**src/rtl/layer_draw_scheduler.sv**
```systemverilog
// layer_draw_scheduler: frame-level sequencer for the layer drawing engines.
// Walks enabled layers in ascending order (LOAD -> DRAW -> DRAIN), drives the
// framebuffer write pipeline and reports frame completion.
// Optional feature macro: DRAW_SCHED_TIMEOUT_EN (per-layer DRAW cycle limit).
module layer_draw_scheduler #(
  parameter int unsigned NUM_LAYERS     = 4,
  parameter int unsigned LAYER_W        = 3,
  parameter int unsigned DRAIN_CYCLES   = 2,
  parameter int unsigned TIMEOUT_CYCLES = 76800
) (
  input  logic                  CLK,
  input  logic                  rst_n,
  input  logic                  ena,
  input  logic                  frame_start,
  input  logic [NUM_LAYERS-1:0] layer_mask,
  input  logic [NUM_LAYERS-1:0] layer_end,
  output logic [NUM_LAYERS-1:0] layer_rst,
  output logic [NUM_LAYERS-1:0] cur_state,
  output logic [LAYER_W-1:0]    layer_sel,
  output logic [LAYER_W-1:0]    wr_layer_sel,
  output logic                  vram_we,
  output logic                  busy,
  output logic                  frame_done,
  output logic                  frame_overrun,
  output logic                  timeout_err
);

  localparam int unsigned DC_W = (DRAIN_CYCLES > 1) ? $clog2(DRAIN_CYCLES) : 1;

  typedef enum logic [2:0] {S_IDLE, S_LOAD, S_DRAW, S_DRAIN, S_DONE} state_t;

  state_t                 state_q, state_nx;
  logic [NUM_LAYERS-1:0]  mask_q, mask_nx;
  logic [LAYER_W-1:0]     sel_q, sel_nx;
  logic [DC_W-1:0]        drain_q, drain_nx;
  logic [NUM_LAYERS-1:0]  rst_q, rst_nx, cur_q, cur_nx;
  logic                   busy_q, busy_nx, done_q, done_nx, ovr_q, ovr_nx;
  logic                   we_in, accept, cur_end, to_hit, draw_exit;
  logic                   low_found, high_found;
  logic [LAYER_W-1:0]     low_idx, high_idx;
  logic [NUM_LAYERS-1:0]  sel_oh, sel_nx_oh;
  logic [DRAIN_CYCLES-1:0]              pipe_we;
  logic [DRAIN_CYCLES-1:0][LAYER_W-1:0] pipe_sel;

  assign accept    = frame_start && ((state_q == S_IDLE) || (state_q == S_DONE));
  assign sel_oh    = NUM_LAYERS'(1) << sel_q;
  assign sel_nx_oh = NUM_LAYERS'(1) << sel_nx;
  assign cur_end   = |(layer_end & sel_oh);
  assign draw_exit = cur_end | to_hit;

  // Priority encoders: first layer of a new frame, next layer above current
  always_comb begin
    low_found  = 1'b0;
    low_idx    = '0;
    high_found = 1'b0;
    high_idx   = '0;
    for (int i = 0; i < NUM_LAYERS; i++) begin
      if (!low_found && layer_mask[i]) begin
        low_found = 1'b1;
        low_idx   = LAYER_W'(i);
      end
      if (!high_found && mask_q[i] && (LAYER_W'(i) > sel_q)) begin
        high_found = 1'b1;
        high_idx   = LAYER_W'(i);
      end
    end
  end

  // Next-state and next-output logic
  always_comb begin
    state_nx = state_q;
    mask_nx  = mask_q;
    sel_nx   = sel_q;
    drain_nx = drain_q;
    we_in    = 1'b0;
    ovr_nx   = 1'b0;
    case (state_q)
      S_IDLE, S_DONE: begin
        state_nx = S_IDLE;
        if (frame_start) begin
          mask_nx = layer_mask;
          if (low_found) begin
            sel_nx   = low_idx;
            state_nx = S_LOAD;
          end else begin
            state_nx = S_DONE;
          end
        end
      end
      S_LOAD: begin
        ovr_nx   = frame_start;
        state_nx = S_DRAW;
      end
      S_DRAW: begin
        ovr_nx = frame_start;
        if (draw_exit) begin
          state_nx = S_DRAIN;
          drain_nx = '0;
        end else begin
          we_in = 1'b1;
        end
      end
      S_DRAIN: begin
        ovr_nx = frame_start;
        if (drain_q == DC_W'(DRAIN_CYCLES - 1)) begin
          if (high_found) begin
            sel_nx   = high_idx;
            state_nx = S_LOAD;
          end else begin
            state_nx = S_DONE;
          end
        end else begin
          drain_nx = drain_q + DC_W'(1);
        end
      end
      default: state_nx = S_IDLE;
    endcase
    rst_nx  = (state_nx == S_LOAD) ? sel_nx_oh : '0;
    cur_nx  = (state_nx == S_DRAW) ? sel_nx_oh : '0;
    busy_nx = (state_nx != S_IDLE);
    done_nx = (state_nx == S_DONE);
  end

  // State, output and write-pipeline registers; everything holds while ena=0
  always_ff @(posedge CLK or negedge rst_n) begin
    if (!rst_n) begin
      state_q  <= S_IDLE;
      mask_q   <= '0;
      sel_q    <= '0;
      drain_q  <= '0;
      rst_q    <= '0;
      cur_q    <= '0;
      busy_q   <= 1'b0;
      done_q   <= 1'b0;
      ovr_q    <= 1'b0;
      pipe_we  <= '0;
      pipe_sel <= '0;
    end else if (ena) begin
      state_q     <= state_nx;
      mask_q      <= mask_nx;
      sel_q       <= sel_nx;
      drain_q     <= drain_nx;
      rst_q       <= rst_nx;
      cur_q       <= cur_nx;
      busy_q      <= busy_nx;
      done_q      <= done_nx;
      ovr_q       <= ovr_nx;
      pipe_we[0]  <= we_in;
      pipe_sel[0] <= sel_q;
      for (int i = 1; i < DRAIN_CYCLES; i++) begin
        pipe_we[i]  <= pipe_we[i-1];
        pipe_sel[i] <= pipe_sel[i-1];
      end
    end
  end

`ifdef DRAW_SCHED_TIMEOUT_EN
  localparam int unsigned TO_W = $clog2(TIMEOUT_CYCLES + 1);
  logic [TO_W-1:0] to_cnt_q;
  logic            terr_q;

  assign to_hit = (to_cnt_q == TO_W'(TIMEOUT_CYCLES));

  // Per-layer DRAW cycle counter and sticky timeout flag
  always_ff @(posedge CLK or negedge rst_n) begin
    if (!rst_n) begin
      to_cnt_q <= '0;
      terr_q   <= 1'b0;
    end else if (ena) begin
      if (state_q == S_LOAD) begin
        to_cnt_q <= '0;
      end else if ((state_q == S_DRAW) && !to_hit) begin
        to_cnt_q <= to_cnt_q + TO_W'(1);
      end
      if (accept) begin
        terr_q <= 1'b0;
      end else if ((state_q == S_DRAW) && to_hit && !cur_end) begin
        terr_q <= 1'b1;
      end
    end
  end

  assign timeout_err = terr_q;
`else
  assign to_hit      = 1'b0;
  assign timeout_err = 1'b0;
`endif

  // Pulse-type outputs are suppressed on disabled cycles and re-emit later
  assign layer_rst     = rst_q & {NUM_LAYERS{ena}};
  assign frame_done    = done_q & ena;
  assign vram_we       = pipe_we[DRAIN_CYCLES-1] & ena;
  assign wr_layer_sel  = pipe_sel[DRAIN_CYCLES-1];
  assign cur_state     = cur_q;
  assign layer_sel     = sel_q;
  assign busy          = busy_q;
  assign frame_overrun = ovr_q;

endmodule

```
**config.mk**
```make
export PLATFORM = sky130hd
export DESIGN_NAME = layer_draw_scheduler
export DESIGN_NICKNAME = d
export VERILOG_FILES = /design/src/rtl/layer_draw_scheduler.sv
export SDC_FILE = /design/constraint.sdc
export NUM_CORES = 1
export LEC_CHECK = 0
export CORE_UTILIZATION = 43
export DETAILED_ROUTE_END_ITERATION = 10
export PLACE_DENSITY = 0.69
export SLEW_MARGIN = 20
export SYNTH_ARGS = -nofsm -noshare
export SYNTH_HDL_FRONTEND = slang
export SYNTH_SLANG_ARGS = --single-unit
```
**constraint.sdc**
```tcl
create_clock -name CLK -period 1.9 [get_ports CLK]
set_input_delay 0.285 -clock CLK [delete_from_list [all_inputs] [get_ports CLK]]
set_output_delay 0.285 -clock CLK [all_outputs]
set_load 0.02 [all_outputs]
```
==> impl_metrics.ini <==
[finish]
seqCellArea_um2 = 729
syn_to_final_growth_pct = 35.2
design_area_um2 = 2040
drive_gt1_share_pct = 27.3
fillers = 306
multi_input_area_um2 = 717
fin_util_pct = 61.1
final_nets = 205
antenna_cells = 0

[drt]
drtPass1Iterations = 4
drt-total-wl_mm = 3.79
final_antenna_net_count = 0
vias_per_cell = 5.41
route.vias.total = 1299
remaining_drc_errors = 0
drtIter0Drc = 77
detail_route.wl_per_cell_um = 15.8

[grt]
grt_use_total_pct = 23.7
grt_use_met2_pct = 37.7
antenna_found_initial = 0
grt-ovfl-total = 0
grt_util_met3_pct = 6.51
top_usage_layer = met2
grt_pass1_vias = 1305
grt_pass1_wl_mm = 6.27
grt_max_degree = 30
grtUsageMet1_pct = 30.6

[logic_synthesis]
syn-num-nets = 157
synthFlopType = dfrtp_1
yosys.area.top_type = dfrtp_1
syn_area_per_cell_um2 = 10.4
yosysMostFrequentCell = dfrtp_1
synth.distinct_cells = 39
synthArstFlopShare_pct = 100
synth_edf_count = 0
synth_top_area_share_pct = 48.1
ys_top_cells_by_area = dfrtp_1, mux2_2, o2bb2ai_1, nor2_1, a21oi_1
ys_seq_area_share_pct = 48.1
synthCells = 145
synth.top_cells.by_count = dfrtp_1, mux2_2, nor2_1, a21oi_1
synth.cell_area_um2 = 1510
yosysWarningCount = 0
synth_seq_cells = 29

[pwr]
totalPowerFinal_mw = 2.56
power_density_nw_per_um2 = 1250
peakVddDrop_uv = 723
leakage_nw = 0.906

[cts]
hold_buffers = 0
cts_tree = yes
root_buffer = clkbuf_4
path_clk_slew_ns = 0.10
cts_sinks = 29
h-tree-depth = 2
cts-buffers-inserted = 5
clock_latency_ns = 0.34
cts_max_path_buffers = 2

[hold_path]
holdCritPathClass = in2async

[run]
drv_cap = 0

[sta]
max_freq_mhz = 545
hold_viol_final = 0
slew_headroom_pct = 65.9
holdWs_ns = 0.310
drv_slew = 0
finalSetupViolations = 0
rsz0062_at_grt = yes
finalCritPeriodShare_pct = 96.6
worst_pin_slew_ns = 0.497
fin_crit_ns = 1.83
clock_skew_ns = 0.0107

[critical_path]
slowest_stage = or4_1
crit_fanout = 5
start_kind = input pin
cp_top_family = simple AND/OR/NAND/NOR gates
worstSetupEndpointType = register
critPathRequiredTime_ns = 2.18
crit_buf_inv = 1
slowest_delay_ns = 0.59
path_cells = clkdlybuf4s50_1 > or4_1 > a21o_1 > nand3_1 > and3_1 > a32o_1
arrival_ns = 2.11
worst-setup-path-type = in2reg

[floorplan]
die_w_um = 61.2
start_util_pct = 45.2
die_h_um = 61.2
fp.coreArea_um2 = 3340
io_pins = 31
rows = 21
die_area_um2 = 3750

[placement]
hpwl_mm = 2.84
post_dp_cell_area_um2 = 1960
io_buffers = 29
gp_congestion = 0.931

[run_status]
outcome = finished, final reports clean
## worst reg2reg max path: stages, from the launching register on
cell and delay [ns]:
dfrtp_2 0.46, and3_1 0.23, or4_1 0.43, or3_4 0.38
o32ai_1 0.25
## layout by cell type, fill, tap and decap left out, types with 3 or more instances in the layout
cell and n:
nor2b_1 3, dlygate4sd2_1 6, dfrtp_2 3, a21oi_1 8
mux2i_1 3, buf_4 22, mux2_2 12, nand2_1 4
a21o_1 3, nand3_1 4, o21a_1 4, nand2b_1 3
o21ai_0 6, nor2_1 11, clkbuf_4 5, inv_1 5
o2bb2ai_1 6, clkdlybuf4s50_1 23, dfrtp_1 26, and2_1 6
## routing by layer
| layer | routed length (um) | vias up |
|---|---|---|
| met3 | 196 | 11 |
| li1 | - | 621 |
| met1 | 1620 | 632 |
| met2 | 1900 | 35 |
| met4 | 76 | 0 |
| met5 | 0 | - |
## cell type report
cell class	instances	share of cell area, %
sequential	29	35.8
multi-input combinational	100	35.2
timing repair buffer	51	22.0
tap	46	2.82
clock buffer	6	2.52
inverter	6	1.10
clock inverter	2	0.675
## flip-flops by register name, indices dropped and copies added (netlist names)
register and cells:
cur_state 4, rst_q 4, layer_sel 3, mask_q 3
pipe_sel 3, state_q 3, wr_layer_sel 3, pipe_we 2
busy 1, done_q 1, drain_q 1, frame_overrun 1
## repair_timing
action	CTS	global route
buffers inserted	0	1
setup endpoints to repair	6	4
resized for setup	6	5
## through the flow
step	setup WS, ns	instances	TNS [ns]
2_1_floorplan	0.0895	145	0
3_3_place_gp	-0.215	231	-2.40
3_5_place_dp	-0.264	231	-2.77
4_1_cts	0.0221	239	0
5_1_grt	-0.0153	240	-0.0297
6_report	0.0655	240	0
## final timing paths
path / startpoint / end / slack (ns) / cells past startpoint
setup / recovery: layer_mask[1] / rst_q[2] / 0.07 / 6
hold / removal: rst_n / busy / 0.31 / 2
setup reg to reg: state_q[1] / cur_state[2] / 0.07 / 4
hold reg to reg: frame_overrun / frame_overrun / 0.49 / 1
max in group asynchronous: rst_n / layer_sel[1] / 1.28 / 2
min in group CLK: frame_overrun / frame_overrun / 0.49 / 1
## cells by family (layout without fill, tap and decap cells)
logic type	count (synthesis)	after routing	share of synthesized area (%)
AOI/OAI and AO/OA	40	40	18.7
buffers and inverters	16	65	5.39
DFF	29	29	48.1
muxes	15	15	10.9
other	1	1	0.249
and+or+nand+nor	44	44	16.7
## power by group
group / total (mW) / switching [mW] / internal (mW) / leakage, nW
registers: 0.965 / 0.161 / 0.804 / 0.365
logic: 1.18 / 0.603 / 0.576 / 0.503
clock network: 0.415 / 0.235 / 0.180 / 0.0382
No activity file was read; power rests on OpenSTA's default activity.
